<file path="config.mk">
export PLATFORM = sky130hd
export DESIGN_NAME = multi_sum_sequencer
export DESIGN_NICKNAME = d
export VERILOG_FILES = /design/src/rtl/multi_sum_sequencer_pkg.sv /design/src/rtl/multi_sum_sequencer_adder.sv /design/src/rtl/multi_sum_sequencer.sv
export SDC_FILE = /design/constraint.sdc
export NUM_CORES = 1
export LEC_CHECK = 0
export BUFFER_PORTS_ARGS = -buffer_cell sky130_fd_sc_hd__buf_2
export CAP_MARGIN = 20
export CORE_MARGIN = 5
export CORE_UTILIZATION = 60
export DETAILED_ROUTE_END_ITERATION = 6
export GPL_TIMING_DRIVEN = 0
export PLACE_DENSITY = 0.83
export SLEW_MARGIN = 25
export SYNTH_ARGS = -nofsm -noshare
export SYNTH_HDL_FRONTEND = slang
export SYNTH_HIERARCHICAL = 1
export SYNTH_SLANG_ARGS = --single-unit
</file>
<file path="constraint.sdc">
create_clock -name clk -period 6.4 [get_ports clk]
set_input_delay 1.28 -clock clk [delete_from_list [all_inputs] [get_ports clk]]
set_output_delay 1.28 -clock clk [all_outputs]
set_load 0.05 [all_outputs]
</file>
<file path="src/rtl/multi_sum_sequencer_pkg.sv">
// Shared state encoding and sizing helpers for the chunked summing sequencer.
// Latency: n/a (types and constant functions only).
// Backpressure: n/a.
package multi_sum_sequencer_pkg;

  typedef enum logic [1:0] {
    IDLE  = 2'd0,
    ACCUM = 2'd1,
    DONE  = 2'd2
  } state_t;

  // Integer ceiling division, used to count chunks including a partial last one.
  function automatic int ceil_div(input int num, input int den);
    return (num + den - 1) / den;
  endfunction

  // Ceiling log2; returns 0 for inputs of 0 or 1.
  function automatic int log2_ceil(input int val);
    int res;
    res = 0;
    while ((1 << res) < val) res++;
    return res;
  endfunction

endpackage

</file>
<file path="src/rtl/multi_sum_sequencer_adder.sv">
// Combinational adder of VALUE_COUNT unsigned values, zero-extended to SUM_WIDTH.
// Latency: 0 cycles (pure combinational).
// Backpressure: none; the result follows the inputs.
module multi_sum #(
  parameter int VALUE_WIDTH = 8,
  parameter int VALUE_COUNT = 2,
  parameter int SUM_WIDTH   = 12
) (
  input  logic [VALUE_WIDTH*VALUE_COUNT-1:0] values,
  output logic [SUM_WIDTH-1:0]               sum
);

  // Sum every value in the chunk; the result wraps modulo 2^SUM_WIDTH.
  always_comb begin
    sum = '0;
    for (int k = 0; k < VALUE_COUNT; k++) begin
      sum = sum + SUM_WIDTH'(values[k*VALUE_WIDTH +: VALUE_WIDTH]);
    end
  end

endmodule

</file>
<file path="src/rtl/multi_sum_sequencer.sv">
// Sums a TOTAL_COUNT-value vector CHUNK_COUNT values per cycle and presents the total.
// Latency: out_valid rises NUM_CHUNKS cycles after the accepting edge.
// Backpressure: holds the result in DONE until out_ready; in_ready only in IDLE.
module multi_sum_sequencer
  import multi_sum_sequencer_pkg::*;
#(
  parameter int VALUE_WIDTH = 8,
  parameter int TOTAL_COUNT = 8,
  parameter int CHUNK_COUNT = 2,
  parameter int SUM_WIDTH   = 12
) (
  input  logic                               clk,
  input  logic                               rst_n,
  input  logic                               in_valid,
  output logic                               in_ready,
  input  logic [VALUE_WIDTH*TOTAL_COUNT-1:0] in_values,
  output logic                               out_valid,
  input  logic                               out_ready,
  output logic [SUM_WIDTH-1:0]               out_sum,
  output logic                               busy
);

  localparam int NUM_CHUNKS = ceil_div(TOTAL_COUNT, CHUNK_COUNT);
  localparam int IDX_W      = (log2_ceil(NUM_CHUNKS) > 1) ? log2_ceil(NUM_CHUNKS) : 1;
  localparam int CHUNK_W    = VALUE_WIDTH * CHUNK_COUNT;
  localparam int PAD_W      = CHUNK_W * NUM_CHUNKS;
  localparam logic [IDX_W-1:0] LAST_IDX = IDX_W'(NUM_CHUNKS - 1);

  state_t                            state;
  state_t                            state_next;
  logic [VALUE_WIDTH*TOTAL_COUNT-1:0] values_reg;
  logic [PAD_W-1:0]                  values_pad;
  logic [CHUNK_W-1:0]                chunk_values;
  logic [SUM_WIDTH-1:0]              chunk_sum;
  logic [SUM_WIDTH-1:0]              acc;
  logic [IDX_W-1:0]                  idx;
  logic                              load;
  logic                              add;

  // Zero-extension fills the unused slots of a partial last chunk with zeros.
  assign values_pad = PAD_W'(values_reg);

  // Select the chunk addressed by the current index from the registered copy.
  always_comb begin
    chunk_values = values_pad[int'(idx)*CHUNK_W +: CHUNK_W];
  end

  multi_sum #(
    .VALUE_WIDTH (VALUE_WIDTH),
    .VALUE_COUNT (CHUNK_COUNT),
    .SUM_WIDTH   (SUM_WIDTH)
  ) u_multi_sum (
    .values (chunk_values),
    .sum    (chunk_sum)
  );

  // State register; reset discards any in-flight work.
  always_ff @(posedge clk) begin
    if (!rst_n) state <= IDLE;
    else        state <= state_next;
  end

  // Next-state and control decode; handshake outputs depend on state only.
  always_comb begin
    state_next = state;
    load       = 1'b0;
    add        = 1'b0;
    in_ready   = 1'b0;
    out_valid  = 1'b0;
    busy       = 1'b1;
    unique case (state)
      IDLE: begin
        in_ready = 1'b1;
        busy     = 1'b0;
        if (in_valid) begin
          load       = 1'b1;
          state_next = ACCUM;
        end
      end
      ACCUM: begin
        add = 1'b1;
        if (idx == LAST_IDX) state_next = DONE;
      end
      DONE: begin
        out_valid = 1'b1;
        if (out_ready) state_next = IDLE;
      end
      default: state_next = IDLE;
    endcase
  end

  // Capture the vector on accept, then accumulate one chunk per ACCUM cycle.
  always_ff @(posedge clk) begin
    if (!rst_n) begin
      values_reg <= '0;
      acc        <= '0;
      idx        <= '0;
    end else if (load) begin
      values_reg <= in_values;
      acc        <= '0;
      idx        <= '0;
    end else if (add) begin
      acc <= acc + chunk_sum;
      idx <= idx + IDX_W'(1);
    end
  end

  assign out_sum = acc;

endmodule

</file>
==> flow_metrics.env <==
export IMPL_crit_fanout=10
export IMPL_skew_ps=7.98
export IMPL_die_w_um=94.5
export IMPL_startpoint_type="register"
export IMPL_clk_pin_slew_ps=90
export IMPL_powerDensity_nw_per_um2=230
export IMPL_synth_cell_type_count=49
export IMPL_gp_congestion=0.919
export IMPL_power_internal_mw=0.785
export IMPL_drt_wl_total_mm=11.4
export IMPL_nets=676
export IMPL_p_comb_share_pct=21.4
export IMPL_synth_flop_cell="dfxtp_1"
export IMPL_min_delay_path_depth=2
export IMPL_peakVddDrop_mv=0.153
export IMPL_drtAntennaViolNets=0
export IMPL_clock_sinks=80
export IMPL_grt_max_degree=16
export IMPL_p_switching_mw=0.368
export IMPL_antenna_found_initial=0
export IMPL_synth_seq_cells=80
export IMPL_top_layer_used="met4"
export IMPL_post_route_util_pct=73.0
export IMPL_grt_usage_pct=26.2
export IMPL_p_sw_share_pct=31.9
export IMPL_die_area_sq_um=8930
export IMPL_vias=3892
export IMPL_rrSetupSlack_ps=1970
export IMPL_slew_violations=0
export IMPL_endpoint_kind="register"
export IMPL_final_cell_mix="nand2_1 (153), buf_2 (87), dfxtp_1 (80)"
export IMPL_route_detailed_drc=0
export IMPL_min_path_type="reg2reg"
export IMPL_cts_resized=0
export IMPL_crit_required_ps=6700
export IMPL_diodes=0
export IMPL_initial_core_util_pct=62.4
export IMPL_drt_iter0_markers=314
export IMPL_cap_violations=0
export IMPL_dp_hpwl_mm=8.95
export IMPL_cts_htree_levels=3
export IMPL_setup_viol=0
export IMPL_chipHeight_um=94.5
export IMPL_final_common_cell="nand2_1"
export IMPL_yosysWarnings=6
export IMPL_multiInputGateArea_sq_um=2470
export IMPL_report_final_hold_viol_count=0
export IMPL_hp_start="values_pad[3]$_SDFFE_PN0P_"
export IMPL_synth_area_sq_um=4280
export IMPL_cts_tree="built"
export IMPL_min_period_over_period_pct=69.2
export IMPL_r2r_start="idx[1]$_SDFFE_PP0N_"
export IMPL_crit_arrival_ps=4730
export IMPL_clockRootBuffer="clkbuf_8"
export IMPL_dr_pass1_iters=5
export IMPL_leakagePower_nw=2.12
export IMPL_dp_cells=671
export IMPL_cts_buffer_depth=2
export IMPL_wl_met2_mm=5.43
export IMPL_reg2reg_to="out_sum[7]$_SDFFE_PP0N_"
export IMPL_drive_gt1_share_pct=23.9
export IMPL_netlist_top_cell_by_area="dfxtp_1"
export IMPL_m1WireLength_mm=4.73
export IMPL_worstMarginPinSlew_ps=600
export IMPL_viasPerCell=5.67
export IMPL_p_seq_share_pct=47.5
export IMPL_clkPwrFrac_pct=31.1
export IMPL_crit_type="reg2reg"
export IMPL_wl_met3_um=915
export IMPL_syn_inst=491
export IMPL_num_rows=30
export IMPL_min_to="values_pad[3]$_SDFFE_PN0P_"
export IMPL_post_cts_buffers=0
export IMPL_max_freq_mhz=226
export IMPL_max_slew_margin_pct=60.0
export IMPL_avgSynthCellArea_sq_um=8.73
export IMPL_rsz0062_at_grt="false"
export IMPL_io_buffers=82
export IMPL_finalSetupTns_ps=0
export IMPL_wire_per_inst_um=16.5
export IMPL_grt_first_pass_wirelength_mm=18.2
export IMPL_gr_total_overflow=0
export IMPL_holdWs_ps=468
export IMPL_grt_pass1_vias=3891
export IMPL_regArea_sq_um=1600
export IMPL_clock_latency_ps=350
export IMPL_synthArstFlopShare_pct=0
export IMPL_syn_to_final_growth_pct=17.0
export IMPL_r2r_cells=14
export IMPL_core_area_sq_um=6870
export IMPL_io_pin_count=83
export IMPL_outcome="finished, final reports clean"
export IMPL_final_cell_count_no_fill=687
export IMPL_n_fill_cell=560
export IMPL_synth_area_top_cells="dfxtp_1 (37%), nand2_1 (13%), a21boi_0 (11%)"
export IMPL_cts_buffers=9
export IMPL_synth_seq_area_share_pct=37.4
export IMPL_synth_top_cell_area_share_pct=37.4
export IMPL_min_period_ps=4430
export IMPL_synth_edf_count=0
export IMPL_hold_buffers=0
export IMPL_p_total_mw=1.15
Yosys cell counts (3+ instances only):
library cell  count
nor2_1            5
and2_1            4
buf_4            11
ha_1             20
buf_2             5
nand3_1           9
dfxtp_1          80
mux4_2           16
o21ai_0           9
nor2b_1           3
nor3_1            3
nand4_1           5
a21o_1            5
inv_1             8
clkbuf_1         19
a21oi_1          20
nand2_1         153
o211ai_1          3
o21a_1            3
xnor2_1           8
a21boi_0         64
cell families after synthesis:
| group | count (synthesis) | synth area share (%) |
|---|---|---|
| AND/OR/NAND/NOR | 198 | 19.7 |
| AO/OA/AOI/OAI | 117 | 19.7 |
| flip-flops | 80 | 37.4 |
| buffers and inverters | 44 | 5.14 |
| adder cells (fa/ha/maj) | 22 | 6.78 |
| multiplexers | 19 | 9.14 |
| XOR/XNOR | 10 | 2.04 |
| other | 1 | 0.0875 |
flip-flops by register name, indices dropped and copies added, names as in the netlist:
register / cells
idx: 2
state: 2
out_sum: 12
values_pad: 64
area by class of cell:
| class | instances | area share (%) |
|---|---|---|
| multi-input cells | 369 | 49.3 |
| well taps | 96 | 2.40 |
| repair buffers | 82 | 8.19 |
| clock buffers | 10 | 2.75 |
| clock inverters | 6 | 1.02 |
| inverters | 8 | 0.599 |
| flip-flops and latches | 80 | 32.0 |
| plain buffers | 36 | 3.80 |
power groups by stage:
stage | Clock (mW) | Sequential, mW | Combinational [mW]
2_1_floorplan | 0 | 0.563 | 0.163
3_3_place_gp | 0 | 0.556 | 0.233
3_5_place_dp | 0 | 0.559 | 0.243
4_1_cts | 0.358 | 0.547 | 0.244
5_1_grt | 0.381 | 0.551 | 0.271
6_report | 0.359 | 0.548 | 0.246
critical path: stages (launching register included):
cell and delay [ps]:
dfxtp_1 340, clkbuf_1 450, clkbuf_1 530, mux4_2 410, ha_1 240, fa_1 410, a21oi_1 240, o21bai_1 100
xnor2_1 150, ha_1 360, o211ai_1 140, o21ai_0 300, a31oi_1 200, or4_1 430, nand3_1 80
worst max path at each step:
stage / start / to / slack [ps] / cells after the start
after global placement: idx[1]$_SDFFE_PP0N_ / out_sum[7]$_SDFFE_PP0N_ / 2150 / 14
after global routing: idx[1]$_SDFFE_PP0N_ / out_sum[7]$_SDFFE_PP0N_ / 1770 / 14
after detailed placement: idx[1]$_SDFFE_PP0N_ / out_sum[7]$_SDFFE_PP0N_ / 2040 / 14
final: idx[1]$_SDFFE_PP0N_ / out_sum[7]$_SDFFE_PP0N_ / 1970 / 14
after CTS: idx[1]$_SDFFE_PP0N_ / out_sum[7]$_SDFFE_PP0N_ / 2000 / 14
after floorplan: idx[0]$_SDFFE_PP0N_ / out_sum[7]$_SDFFE_PP0N_ / 2600 / 14
metrics by stage:
| stage | cell area, sq um | setup slack (ps) |
|---|---|---|
| after CTS | 5010 | 2000 |
| after global routing | 5010 | 1770 |
| final | 5010 | 1970 |
| after global placement | 4820 | 2150 |
| after floorplan | 4290 | 2600 |
| after detailed placement | 4820 | 2040 |
routing by layer:
layer  track usage (%)  up-vias
li1                  -     1881
met1              32.7     1824
met2              45.0      158
met3              5.26       29
met4              9.62        0
met5                 0        -
No activity file was read; power rests on OpenSTA's default activity.
